File: src/rtl/maoin_pio_in_capture.sv
// Multi-bit input PIO on Avalon-MM: per-bit synchroniser, optional debounce, selectable
// edge detection, sticky write-1-to-clear capture and a masked level interrupt.
module maoin_pio_in_capture #(
  parameter int unsigned WIDTH           = 8,
  parameter int unsigned SYNC_STAGES     = 2,
  parameter int unsigned DEBOUNCE_CYCLES = 0,
  parameter int unsigned EDGE_RESET      = 0
) (
  input  logic             clk,
  input  logic             reset,
  input  logic [1:0]       address,
  input  logic             chipselect,
  input  logic             write_n,
  input  logic [31:0]      writedata,
  input  logic [WIDTH-1:0] in_port,
  output logic [31:0]      readdata,
  output logic             irq
);

  localparam logic [1:0] AddrData    = 2'd0;
  localparam logic [1:0] AddrEdgeMode = 2'd1;
  localparam logic [1:0] AddrIrqMask = 2'd2;
  localparam logic [1:0] AddrCapture = 2'd3;

  localparam logic [1:0] ModeRise = 2'd0;
  localparam logic [1:0] ModeFall = 2'd1;
  localparam logic [1:0] ModeAny  = 2'd2;

  localparam int unsigned   ArmLoad = SYNC_STAGES + DEBOUNCE_CYCLES + 1;
  localparam int unsigned   ArmW    = $clog2(ArmLoad + 1);
  localparam logic [ArmW-1:0] ArmInit = ArmW'(ArmLoad);

  // ---------------------------------------------------------------------------
  // Synchroniser
  // ---------------------------------------------------------------------------
  logic [WIDTH-1:0] sync_q [SYNC_STAGES];
  logic [WIDTH-1:0] sync_out;

  always_ff @(posedge clk) begin
    if (reset) begin
      for (int i = 0; i < SYNC_STAGES; i++) begin
        sync_q[i] <= '0;
      end
    end else begin
      sync_q[0] <= in_port;
      for (int i = 1; i < SYNC_STAGES; i++) begin
        sync_q[i] <= sync_q[i-1];
      end
    end
  end

  assign sync_out = sync_q[SYNC_STAGES-1];

  // ---------------------------------------------------------------------------
  // Debounce
  // ---------------------------------------------------------------------------
  logic [WIDTH-1:0] deb;

  if (DEBOUNCE_CYCLES == 0) begin : g_bypass
    assign deb = sync_out;
  end else begin : g_debounce
    localparam logic [15:0] CntLast = 16'(DEBOUNCE_CYCLES - 1);

    logic [15:0]      cnt_q [WIDTH];
    logic [15:0]      cnt_d [WIDTH];
    logic [WIDTH-1:0] deb_q, deb_d;

    // A bit's counter only runs while its synchronised input disagrees with
    // the debounced value; any agreement restarts the count.
    always_comb begin
      deb_d = deb_q;
      for (int i = 0; i < WIDTH; i++) begin
        cnt_d[i] = '0;
        if (sync_out[i] != deb_q[i]) begin
          if (cnt_q[i] == CntLast) begin
            deb_d[i] = sync_out[i];
          end else begin
            cnt_d[i] = cnt_q[i] + 16'd1;
          end
        end
      end
    end

    always_ff @(posedge clk) begin
      if (reset) begin
        deb_q <= '0;
        for (int i = 0; i < WIDTH; i++) begin
          cnt_q[i] <= '0;
        end
      end else begin
        deb_q <= deb_d;
        for (int i = 0; i < WIDTH; i++) begin
          cnt_q[i] <= cnt_d[i];
        end
      end
    end

    assign deb = deb_q;
  end

  // ---------------------------------------------------------------------------
  // Edge detection, arm window and capture
  // ---------------------------------------------------------------------------
  logic [WIDTH-1:0] prev_q;
  logic [ArmW-1:0]  arm_q, arm_d;
  logic [1:0]       edge_mode_q, edge_mode_d;
  logic [WIDTH-1:0] irq_mask_q, irq_mask_d;
  logic [WIDTH-1:0] cap_q, cap_d;
  logic [31:0]      readdata_d;
  logic [WIDTH-1:0] rise, fall, det, clr;
  logic             wr_en;

  assign wr_en = chipselect && !write_n;
  assign rise  = deb & ~prev_q;
  assign fall  = ~deb & prev_q;
  assign arm_d = (arm_q != '0) ? arm_q - ArmW'(1) : arm_q;

  // Detection is held off until the pipeline has flushed after reset, so
  // inputs already asserted at reset do not register as edges.
  always_comb begin
    det = '0;
    if (arm_q == '0) begin
      case (edge_mode_q)
        ModeRise: det = rise;
        ModeFall: det = fall;
        ModeAny:  det = rise | fall;
        default:  det = '0;
      endcase
    end
  end

  // A new edge wins over a simultaneous write-1-to-clear on the same bit.
  assign clr   = (wr_en && address == AddrCapture) ? writedata[WIDTH-1:0] : '0;
  assign cap_d = det | (cap_q & ~clr);

  always_comb begin
    edge_mode_d = edge_mode_q;
    irq_mask_d  = irq_mask_q;
    if (wr_en && address == AddrEdgeMode) begin
      edge_mode_d = writedata[1:0];
    end
    if (wr_en && address == AddrIrqMask) begin
      irq_mask_d = writedata[WIDTH-1:0];
    end
  end

  always_comb begin
    readdata_d = '0;
    case (address)
      AddrData:     readdata_d = 32'(deb);
      AddrEdgeMode: readdata_d = 32'(edge_mode_q);
      AddrIrqMask:  readdata_d = 32'(irq_mask_q);
      default:      readdata_d = 32'(cap_q);
    endcase
  end

  always_ff @(posedge clk) begin
    if (reset) begin
      prev_q      <= '0;
      arm_q       <= ArmInit;
      edge_mode_q <= 2'(EDGE_RESET);
      irq_mask_q  <= '0;
      cap_q       <= '0;
      readdata    <= '0;
    end else begin
      prev_q      <= deb;
      arm_q       <= arm_d;
      edge_mode_q <= edge_mode_d;
      irq_mask_q  <= irq_mask_d;
      cap_q       <= cap_d;
      readdata    <= readdata_d;
    end
  end

  assign irq = |(cap_q & irq_mask_q);

endmodule

File: config.mk
export PLATFORM = sky130hd
export DESIGN_NAME = maoin_pio_in_capture
export DESIGN_NICKNAME = d
export VERILOG_FILES = /design/src/rtl/maoin_pio_in_capture.sv
export SDC_FILE = /design/constraint.sdc
export NUM_CORES = 1
export LEC_CHECK = 0
export CAP_MARGIN = 0
export CORE_ASPECT_RATIO = 0.9
export CORE_MARGIN = 2
export CORE_UTILIZATION = 50
export CTS_CLUSTER_SIZE = 14
export DETAILED_ROUTE_END_ITERATION = 10
export PLACE_DENSITY = 0.85
export SLEW_MARGIN = 20
export SYNTH_ARGS = -nofsm -noshare
export SYNTH_HDL_FRONTEND = slang
export SYNTH_SLANG_ARGS = --single-unit
File: constraint.sdc
create_clock -name clk -period 2.1 [get_ports clk]
set_clock_uncertainty 0.05 [all_clocks]
set_input_delay 0.315 -clock clk [delete_from_list [all_inputs] [get_ports clk]]
set_output_delay 0.315 -clock clk [all_outputs]
set_load 0.005 [all_outputs]
; Yosys cells after proc, flatten, opt, wreduce, memory -nomap -nowiden
; Memories as Yosys holds them, arrays and structs flattened.
; Index checks and enable logic that the tools add are counted.
[op_classes]
reduce_logical = 10
addsub = 1
muxes = 9
eq_ne = 5
n_bitwise = 11
[op_table]
columns = op, count
row1 = $pmux W8 S3, 2
row2 = $and A8 B8 Y8, 4
row3 = $mux W8, 4
row4 = $not A8 Y8, 3
row5 = $or A8 B8 Y8, 2
row6 = $reduce_or A8 Y1, 1
row7 = $eq A2 B2 Y1 const B, 3
row8 = $logic_not A2 Y1, 3
row9 = $eq A2 B1 Y1 const B, 2
row10 = $logic_and A1 B1 Y1, 4
row11 = $mux W1, 3
row12 = $or A1 B1 Y1, 2
row13 = $reduce_bool A2 Y1, 1
row14 = $sub A2 B1 Y2 const B, 1
row15 = $logic_not A1 Y1, 1
[word_totals]
ramBits = 16
reg_bits = 60
input_bits = 46
n_memories = 1
word_cells = 43
[mem_list]
columns = memory, depth, width, rd, rd_ports_with_merged_regs, write_ports, line
row1 = sync_q, 2, 8, 2, 0, 2, 36  ; logic [WIDTH-1:0] sync_q [SYNC_STAGES];

; Logic depth before layout (Yosys ltp)
; Gate-level depths: netlist (run 1).
[depth]
ltp_word = 7
ltp_mapped = 5
ltp_nobuf = 5

; Worst setup path before layout (run 1)
; No wires, ideal clock.
[synth_timing]
kind = reg2reg
from = register arm_q[0]
to = register arm_q[1]
t_arrival_ps = 1070
period_less_slack_ps = 1243
stages_incl_launch_ff = 6
path_buffers = 1
path_slack_ps = 857
setup_ps = 123
cell_sequence = dfxtp_1 > inv_1 > ha_1 > buf_2 > mux2i_1 > or2_2
[synth_between]
elab_chain_cells = 1
[synth_lines]
columns = item, line
row1 = start: declaration, 105  ; logic [ArmW-1:0] arm_q, arm_d;
row2 = start signal: assignment, 160  ; arm_q <= ArmInit;
row3 = start signal: assignment, 167  ; arm_q <= arm_d;
row4 = $sub A2 B1 Y2 or $reduce_bool A2 Y1 (tied branches), 116  ; assign arm_d = (arm_q != '0) ? arm_q - ArmW'(1) : arm_q;
; Parallel ways exist; a longest one is shown, timed or not.
; A chain may end at the register's enable or synchronous reset.

; Worst setup path after layout (run 1)
[layout_timing]
from = register cap_q[5]
to = output irq
[layout_between]
elab_chain_cells = 2
[layout_lines]
columns = item, line
row1 = start: declaration, 108  ; logic [WIDTH-1:0] cap_q, cap_d;
row2 = start signal: assignment, 170  ; cap_q <= cap_d;
row3 = $and A8 B8 Y8, 175  ; assign irq = |(cap_q & irq_mask_q);
row4 = $reduce_or A8 Y1, 175
row5 = end: declaration, 17  ; output logic irq
; Every way passes these cells.

==> results of run 1 <==
-- stage by stage --
| stage | worst slack [ns] | utilization (%) | power, mW |
|---|---|---|---|
| finish | 0.296 | 58.7 | 1.83 |
| global route | 0.213 | 58.7 | 1.91 |
| CTS | 0.282 | 58.7 | 1.85 |
| detailed placement | 0.269 | 56.7 | 1.26 |
| global placement | 0.309 | 56.7 | 1.25 |
| floorplan | 0.857 | - | 1.22 |
-- cell usage after synthesis, drive strengths merged --
library cell	n	share of area, %
nor2	18	2.7
and4bb	2	1.0
or2	7	1.8
and2	1	0.25
dfxtp	52	42
nand2	6	0.90
a21oi	14	2.8
ha	17	8.5
nor2b	18	4.8
a22oi	4	1.2
conb	1	0.15
buf	32	9.8
mux4	2	2.1
inv	26	3.9
mux2i	17	6.8
nand2b	1	0.25
o211ai	8	2.6
xor2	1	0.35
o21ai	16	3.2
nand4	1	0.25
nand4b	1	0.35
mux2	8	3.8
clkbuf	6	0.95
-- layout by cell type (no fill, tap or decap) --
cell type,instances
buf_12,1
clkbuf_8,7
nor2b_1,17
ha_1,17
mux2_2,7
xor2_1,1
or2_0,6
o211ai_2,1
nand2_1,6
clkdlybuf4s50_1,30
nor2_1,18
buf_4,3
o211ai_1,7
and4bb_2,2
inv_1,26
nand2b_1,1
o21ai_0,15
a21oi_1,14
nand4b_1,1
or2_2,1
conb_1,24
nor2b_4,1
nand4_1,1
and2_1,1
mux4_1,2
dfxtp_1,52
mux2i_1,17
mux2_4,1
o21ai_1,1
a22oi_1,4
-- state kept, by name (all words and copies together), names as in the netlist --
register and count:
edge_mode_q 2, arm_q 2, irq_mask_q 8, readdata 8, prev_q 8, sync_q 16, cap_q 8
-- final cells by class --
class	instances	area, µm²
Tap cell	65	81.3
Inverter	26	97.6
Fill cell	435	2000
Multi-Input combinational cell	166	1180
Clock buffer	7	96.3
Sequential cell	52	1040
Timing Repair Buffer	34	343
-- kinds of logic after synthesis --
kind of cell               count (synthesis)  synth area share, %
DFF                                       52                 41.6
other                                      1                0.150
adders and majority gates                 17                 8.50
muxes                                     27                 12.7
AOI/OAI and AO/OA                         42                 9.80
buffers and inverters                     64                 14.7
and+or+nand+nor                           55                 12.3
xor gates and xnor gates                   1                0.350
-- layer usage --
metal  part of all wire (%)  up-vias  global-route usage, %  routed length, µm
met5                      0        -                      0                  0
met4                   0.83        0                   5.65                 32
met1                     46      760                   17.6               1780
li1                       -      848                      -                  -
met2                     46       52                   24.3               1790
met3                    6.7        4                   4.08                258
-- how the worst max path moves through the flow --
| stage | slack [ns] | start | depth (start not counted) | endpoint |
|---|---|---|---|---|
| floorplan | 0.86 | arm_q[0] | 5 | arm_q[1] |
| global placement | 0.31 | address[0] | 4 | irq_mask_q[2] |
| detailed placement | 0.27 | address[0] | 4 | irq_mask_q[7] |
| CTS | 0.28 | cap_q[5] | 3 | irq |
| global route | 0.21 | cap_q[5] | 3 | irq |
| finish | 0.30 | cap_q[5] | 3 | irq |
-- power by group --
part           internal [mW]  total, mW  leakage [nW]  switching (mW)
Combinational          0.103      0.194         0.664          0.0912
Sequential              1.02       1.04         0.424          0.0224
Clock                  0.294      0.588        0.0503           0.295
-- worst register-to-register path, cell delays in order, from the launching register on --
cell	delay, ns
dfxtp_1	0.71
mux2_2	0.41
o211ai_1	0.17
a21oi_1	0.09
==> impl_metrics.ini, run 1 <==
[layout]
area_growth_pct = 13.5
drive_gt1_share_pct = 8.42
nNetsFinal = 348
fin_area_mm2 = 0.00284
diodes = 0
instances_no_fill = 350

[die]
die_h_um = 71.1
initial_core_util_pct = 51.7
die_x_um = 78.6
core_mm2 = 0.00483
rows = 24
ios = 79
die_area_mm2 = 0.00558

[detailed_routing]
post-route-drc-count = 0
dr.pass1.iters = 4
ant_nets = 0
wl_per_cell_um = 11.0
route.vias.total = 1664
drt-initial-drc-count = 68
via_per_inst = 4.75
routed_wl_mm = 3.86

[worst_setup_path]
r2r_end = cap_q[5]
regToRegStartpoint = edge_mode_q[0]
critPathKind = reg2out
rrSetupSlack_ns = 0.56
cp_top_family = buffers and inverters
rr_worst_depth = 3
worstPathRequired_ns = 1.74
path_buf_inv = 1
worstPathCellList = a22oi_1 > nand4_1 > clkdlybuf4s50_1
crit_slowest_cell = clkdlybuf4s50_1
arrival_ns = 1.44
critPathLaunchType = flip-flop
cpPeakStageDelay_ns = 0.46
crit_path_end_kind = primary output
worstPathMaxFanout = 3

[clocking]
cts_root_buf = clkbuf_8
clock-sinks = 52
cts_buffers = 5
cts.repair.resized = 0
clk_pin_slew_worst_paths_ns = 0.09
holdBufCountCts = 0
clk_latency_ns = 0.30
post_cts_buffers = 0
cts_buffer_depth = 2
cts_tree = yes
h-tree-depth = 2

[sta]
fin_tns_setup_ns = 0
relSlewSlack_pct = 59.4
hold_viol_final = 0
finalSetupViolations = 0
tightest_slew_ns = 0.608
final-max-slew-violation-count = 0
min_period_ns = 1.80
fmax_ghz = 0.554
rsz0062_at_grt = no
min_period_over_period_pct = 85.9
timing.hold.ws_ns = 0.390

[logic_synthesis]
yosysWarnings = 0
syn_avg_cell_area_um2 = 9.66
ys_seq_area_share_pct = 41.6
syn_inst = 259
yosysUniqueCellTypes = 32
netlist_area_mm2 = 0.00250
synth-seq-cells = 52

[pwr]
max-vdd-ir-drop_mv = 0.358
p_leak_nw = 1.14
power.density_mw_per_mm2 = 644

[global_routing]
grt_max_degree = 39
grt_pass1_wl_mm = 6.41
grt_pass1_vias = 1494
antenna_found_initial = 0
grtUsageTotal_pct = 14.5
grt-ovfl-total = 0

[placed_design]
placed_cells = 343
portBuffers = 30
dpl.hpwl_mm = 2.83
dpl_cell_area_mm2 = 0.00274
globalplace.congestion = 0.825

[worst_hold_path]
whs_endpoint = sync_q[0][15]
whs_path_depth = 1
hold_class = reg2reg
min_from = sync_q[0][7]

[run_status]
status = finished, final reports clean

[run]
maxCapViolCount = 0
(Power assumes the default switching activity.)
==> run 2, diff against run 1 <==
--- a/config.mk
+++ b/config.mk
@@ -11,6 +11,7 @@
 export CORE_UTILIZATION = 50
 export CTS_CLUSTER_SIZE = 14
 export DETAILED_ROUTE_END_ITERATION = 10
+export GPL_TIMING_DRIVEN = 0
 export PLACE_DENSITY = 0.85
 export SLEW_MARGIN = 20
 export SYNTH_ARGS = -nofsm -noshare
==> impl_metrics.ini, run 2 (synthesized netlist as in run 1, its figures left out) <==
[worst_hold_path]
hold_class = in2reg
whs_endpoint = readdata[1]
min_from = reset
whs_path_depth = 2

[placed_design]
globalplace.congestion = 0.844
portBuffers = 29
dpl.hpwl_mm = 3.44
pre_cts_slack_ns = 0.153

[sta]
relSlewSlack_pct = 62.1
timing.hold.ws_ns = 0.223
fmax_ghz = 0.553
hold_viol_final = 0
fin_tns_setup_ns = 0
min_period_ns = 1.81
min_period_over_period_pct = 86.1
finalSetupViolations = 0
final-max-slew-violation-count = 0
rsz0062_at_grt = no
layout_setup_ws_ns = 0.292
tightest_slew_ns = 0.568

[die]
die_area_mm2 = 0.00558
core_mm2 = 0.00483
ios = 79
die_x_um = 78.6
rows = 24
initial_core_util_pct = 51.7
die_h_um = 71.1

[clocking]
h-tree-depth = 2
clock-sinks = 52
post_cts_buffers = 0
clk_pin_slew_worst_paths_ns = 0.09
cts_tree = yes
cts.repair.resized = 0
cts_buffers = 5
cts_buffer_depth = 2
holdBufCountCts = 0
cts_root_buf = clkbuf_8
clk_latency_ns = 0.31

[layout]
nNetsFinal = 381
layout_commonest_cell = dfxtp_1
area_growth_pct = 22.6
nFillCells = 403
regMostFlops = sync_q
final_cell_mix = dfxtp_1, clkdlybuf4s50_1, inv_1
largest_reg_flops = 16
diodes = 0
drive_gt1_share_pct = 16.6

[worst_setup_path]
critPathKind = reg2out
critPathLaunchType = flip-flop
rr_worst_depth = 5
crit_path_end_kind = primary output
worstPathMaxFanout = 3
worstPathRequired_ns = 1.74
arrival_ns = 1.44
rrSetupSlack_ns = 0.72
regToRegStartpoint = sync_q[0][11]
r2r_end = cap_q[3]

[global_routing]
antenna_found_initial = 0
grt_max_degree = 16
grtUsageTotal_pct = 17.2
grt_pass1_vias = 1652
grt-ovfl-total = 0
grt_pass1_wl_mm = 7.50

[detailed_routing]
ant_nets = 0
dr.pass1.iters = 4
post-route-drc-count = 0
route.vias.total = 1782
drt-initial-drc-count = 64
wl_per_cell_um = 11.8
routed_wl_mm = 4.53
via_per_inst = 4.64

[run_status]
status = finished, final reports clean

[pwr]
max-vdd-ir-drop_mv = 0.326
total_power_mw = 1.94
p_leak_nw = 1.30
power.density_mw_per_mm2 = 633

[run]
maxCapViolCount = 0
==> run 2: power breakdown <==
part	internal [mW]	switching [mW]	total, mW
Clock	0.354	0.312	0.666
Sequential	1.02	0.0210	1.04
Combinational	0.130	0.103	0.233
Total	1.51	0.436	1.94
==> run 2: final cells by class <==
cell class	count	area [µm²]	area share, %
buffer	38	269	8.77
clock buffer	6	72.6	2.37
clock inverter	2	35.0	1.14
inverter	26	97.6	3.18
multi-input combinational	166	1180	38.5
sequential	52	1040	33.9
tap	65	81.3	2.65
timing repair buffer	29	290	9.47
==> run 2: per-layer routing <==
layer	up-vias	global-route usage, %	share of wire (%)
met5	-	0	0
met4	0	5.85	1.3
met3	5	4.85	6.8
met2	56	27.9	46
met1	808	22.2	46
li1	913	-	-
==> run 2: stage by stage <==
stage,area (µm²),utilization [%],std cells
global route,3070,63.4,384
global placement,2960,61.2,376
CTS,3070,63.4,384
finish,3070,63.4,384
detailed placement,2960,61.2,376
floorplan,2590,-,282
==> run 2: how the worst max path moves through the flow <==
stage	endpoint	from	slack, ns	cells past startpoint
after global routing	irq	cap_q[6]	0.20	3
final	irq	cap_q[6]	0.29	3
after CTS	irq	cap_q[6]	0.27	3
after floorplan	arm_q[1]	arm_q[0]	0.86	5
after global placement	cap_q[5]	address[0]	0.18	5
after detailed placement	cap_q[0]	address[0]	0.15	5
==> run 2: critical path, cell delays in order, from the launching register on <==
cell and delay, ns:
dfxtp_1 0.34, a22oi_1 0.22, nand4_1 0.12, clkdlybuf4s50_1 0.46
==> run 3, diff against run 2 <==
--- a/config.mk
+++ b/config.mk
@@ -8,11 +8,12 @@
 export CAP_MARGIN = 0
 export CORE_ASPECT_RATIO = 0.9
 export CORE_MARGIN = 2
-export CORE_UTILIZATION = 50
+export CORE_UTILIZATION = 46
 export CTS_CLUSTER_SIZE = 14
 export DETAILED_ROUTE_END_ITERATION = 10
 export GPL_TIMING_DRIVEN = 0
-export PLACE_DENSITY = 0.85
+export PLACE_DENSITY = 0.79
+export REMOVE_ABC_BUFFERS = 1
 export SLEW_MARGIN = 20
 export SYNTH_ARGS = -nofsm -noshare
 export SYNTH_HDL_FRONTEND = slang
==> constraint.sdc (replaced) <==
create_clock -name clk -period 1.7 [get_ports clk]
set_clock_uncertainty 0.05 [all_clocks]
set_input_delay 0.255 -clock clk [delete_from_list [all_inputs] [get_ports clk]]
set_output_delay 0.255 -clock clk [all_outputs]
set_load 0.005 [all_outputs]
==> impl_metrics.ini, run 3 (synthesized netlist as in run 1, its figures left out) <==
[layout]
fin_area_mm2 = 0.00282
diodes = 0
layout_commonest_cell = dfxtp_1
regMostFlops = sync_q
area_growth_pct = 12.6
final_cell_mix = dfxtp_1, clkdlybuf4s50_1, inv_1
instances_no_fill = 350
largest_reg_flops = 16
nNetsFinal = 345
drive_gt1_share_pct = 8.13
postLayoutCoreUtil_pct = 53.6

[worst_setup_path]
critPathKind = in2reg
critPathLaunchType = primary input
rrSetupSlack_ns = 0.31
crit_path_end_kind = flip-flop
worstPathRequired_ns = 1.85
arrival_ns = 1.76
rr_worst_depth = 3
regToRegStartpoint = edge_mode_q[0]
worstPathMaxFanout = 12
r2r_end = cap_q[7]

[die]
die_area_mm2 = 0.00604
rows = 25
die_h_um = 74.0
ios = 79
core_mm2 = 0.00526
die_x_um = 81.7
initial_core_util_pct = 47.6

[placed_design]
dpl_cell_area_mm2 = 0.00272
pre_cts_slack_ns = -0.444
portBuffers = 30
placed_cells = 342
dpl.hpwl_mm = 2.98
globalplace.congestion = 0.755

[detailed_routing]
wl_per_cell_um = 12.2
via_per_inst = 4.76
post-route-drc-count = 0
routed_wl_mm = 4.27
dr.pass1.iters = 4
drt-initial-drc-count = 79
route.vias.total = 1665
ant_nets = 0

[worst_hold_path]
whs_endpoint = prev_q[7]
hold_class = in2reg
whs_path_depth = 2
min_from = reset

[clocking]
cts_root_buf = clkbuf_8
cts_tree = yes
cts_buffer_depth = 2
post_cts_buffers = 0
holdBufCountCts = 0
clk_pin_slew_worst_paths_ns = 0.09
cts_buffers = 5
clock-sinks = 52
h-tree-depth = 2
clk_latency_ns = 0.30

[run]
maxCapViolCount = 0

[sta]
min_period_ns = 1.61
layout_setup_ws_ns = 0.0931
min_period_over_period_pct = 94.5
final-max-slew-violation-count = 0
hold_viol_final = 0
fin_tns_setup_ns = 0
tightest_slew_ns = 0.614
rsz0062_at_grt = no
timing.hold.ws_ns = 0.247
finalSetupViolations = 0
fmax_ghz = 0.622
relSlewSlack_pct = 59.0

[pwr]
p_leak_nw = 1.13
max-vdd-ir-drop_mv = 0.349
total_power_mw = 2.25
power.density_mw_per_mm2 = 798

[global_routing]
antenna_found_initial = 0
grtUsageTotal_pct = 15.4
grt_max_degree = 39
grt_pass1_wl_mm = 7.04
grt_pass1_vias = 1534
grt-ovfl-total = 0

[run_status]
status = finished, final reports clean
## run 3: cell count changes in the layout (fill, tap and decap cells not counted), sizes merged
| cell | previous run | this run |
|---|---|---|
| buf | 32 | 2 |
| bufinv | 1 | 0 |
| clkbuf | 12 | 8 |
| clkdlybuf4s50 | 29 | 27 |
| clkinv | 1 | 0 |
| dlygate4sd2 | 0 | 2 |
## run 3: worst max path at each step
stage,slack [ns],cells after the start,endpoint,start
2_1_floorplan,0.36,3,cap_q[0],edge_mode_q[0]
3_3_place_gp,-0.89,2,arm_q[1],reset
3_5_place_dp,-0.44,4,irq_mask_q[1],address[1]
4_1_cts,0.03,4,irq_mask_q[1],address[0]
5_1_grt,0.01,4,cap_q[4],address[0]
6_report,0.09,3,readdata[0],address[0]
## run 3: critical path, cell delays in order
cell and delay [ns]:
clkdlybuf4s50_1 0.74, mux4_1 0.62, nor2b_4 0.14
## run 3: timing repair
action                                  in CTS  in global routing
endpoints found under the setup margin      18                  6
gates cloned                                 0                  0
gates resized for setup                      3                  2
## run 3: area by class of cell
class,count,area [µm²]
clock buffers,8,90.1
fillers,476,2440
inverters,26,97.6
multi-input cells,166,1190
flip-flops and latches,52,1040
well taps,67,83.8
repair buffers,31,313
## run 3: routing by layer
metal / vias up / share of wire, % / global-route usage, %
met1: 774 / 46 / 19.4
met2: 43 / 48 / 25.2
met4: 0 / 1.2 / 4.44
met3: 5 / 5.6 / 5.10
met5: - / 0 / 0
li1: 843 / - / -
## run 3: power by group
group	internal (mW)	total, mW	switching [mW]
registers	1.26	1.29	0.0273
logic	0.121	0.235	0.114
clock network	0.333	0.722	0.389
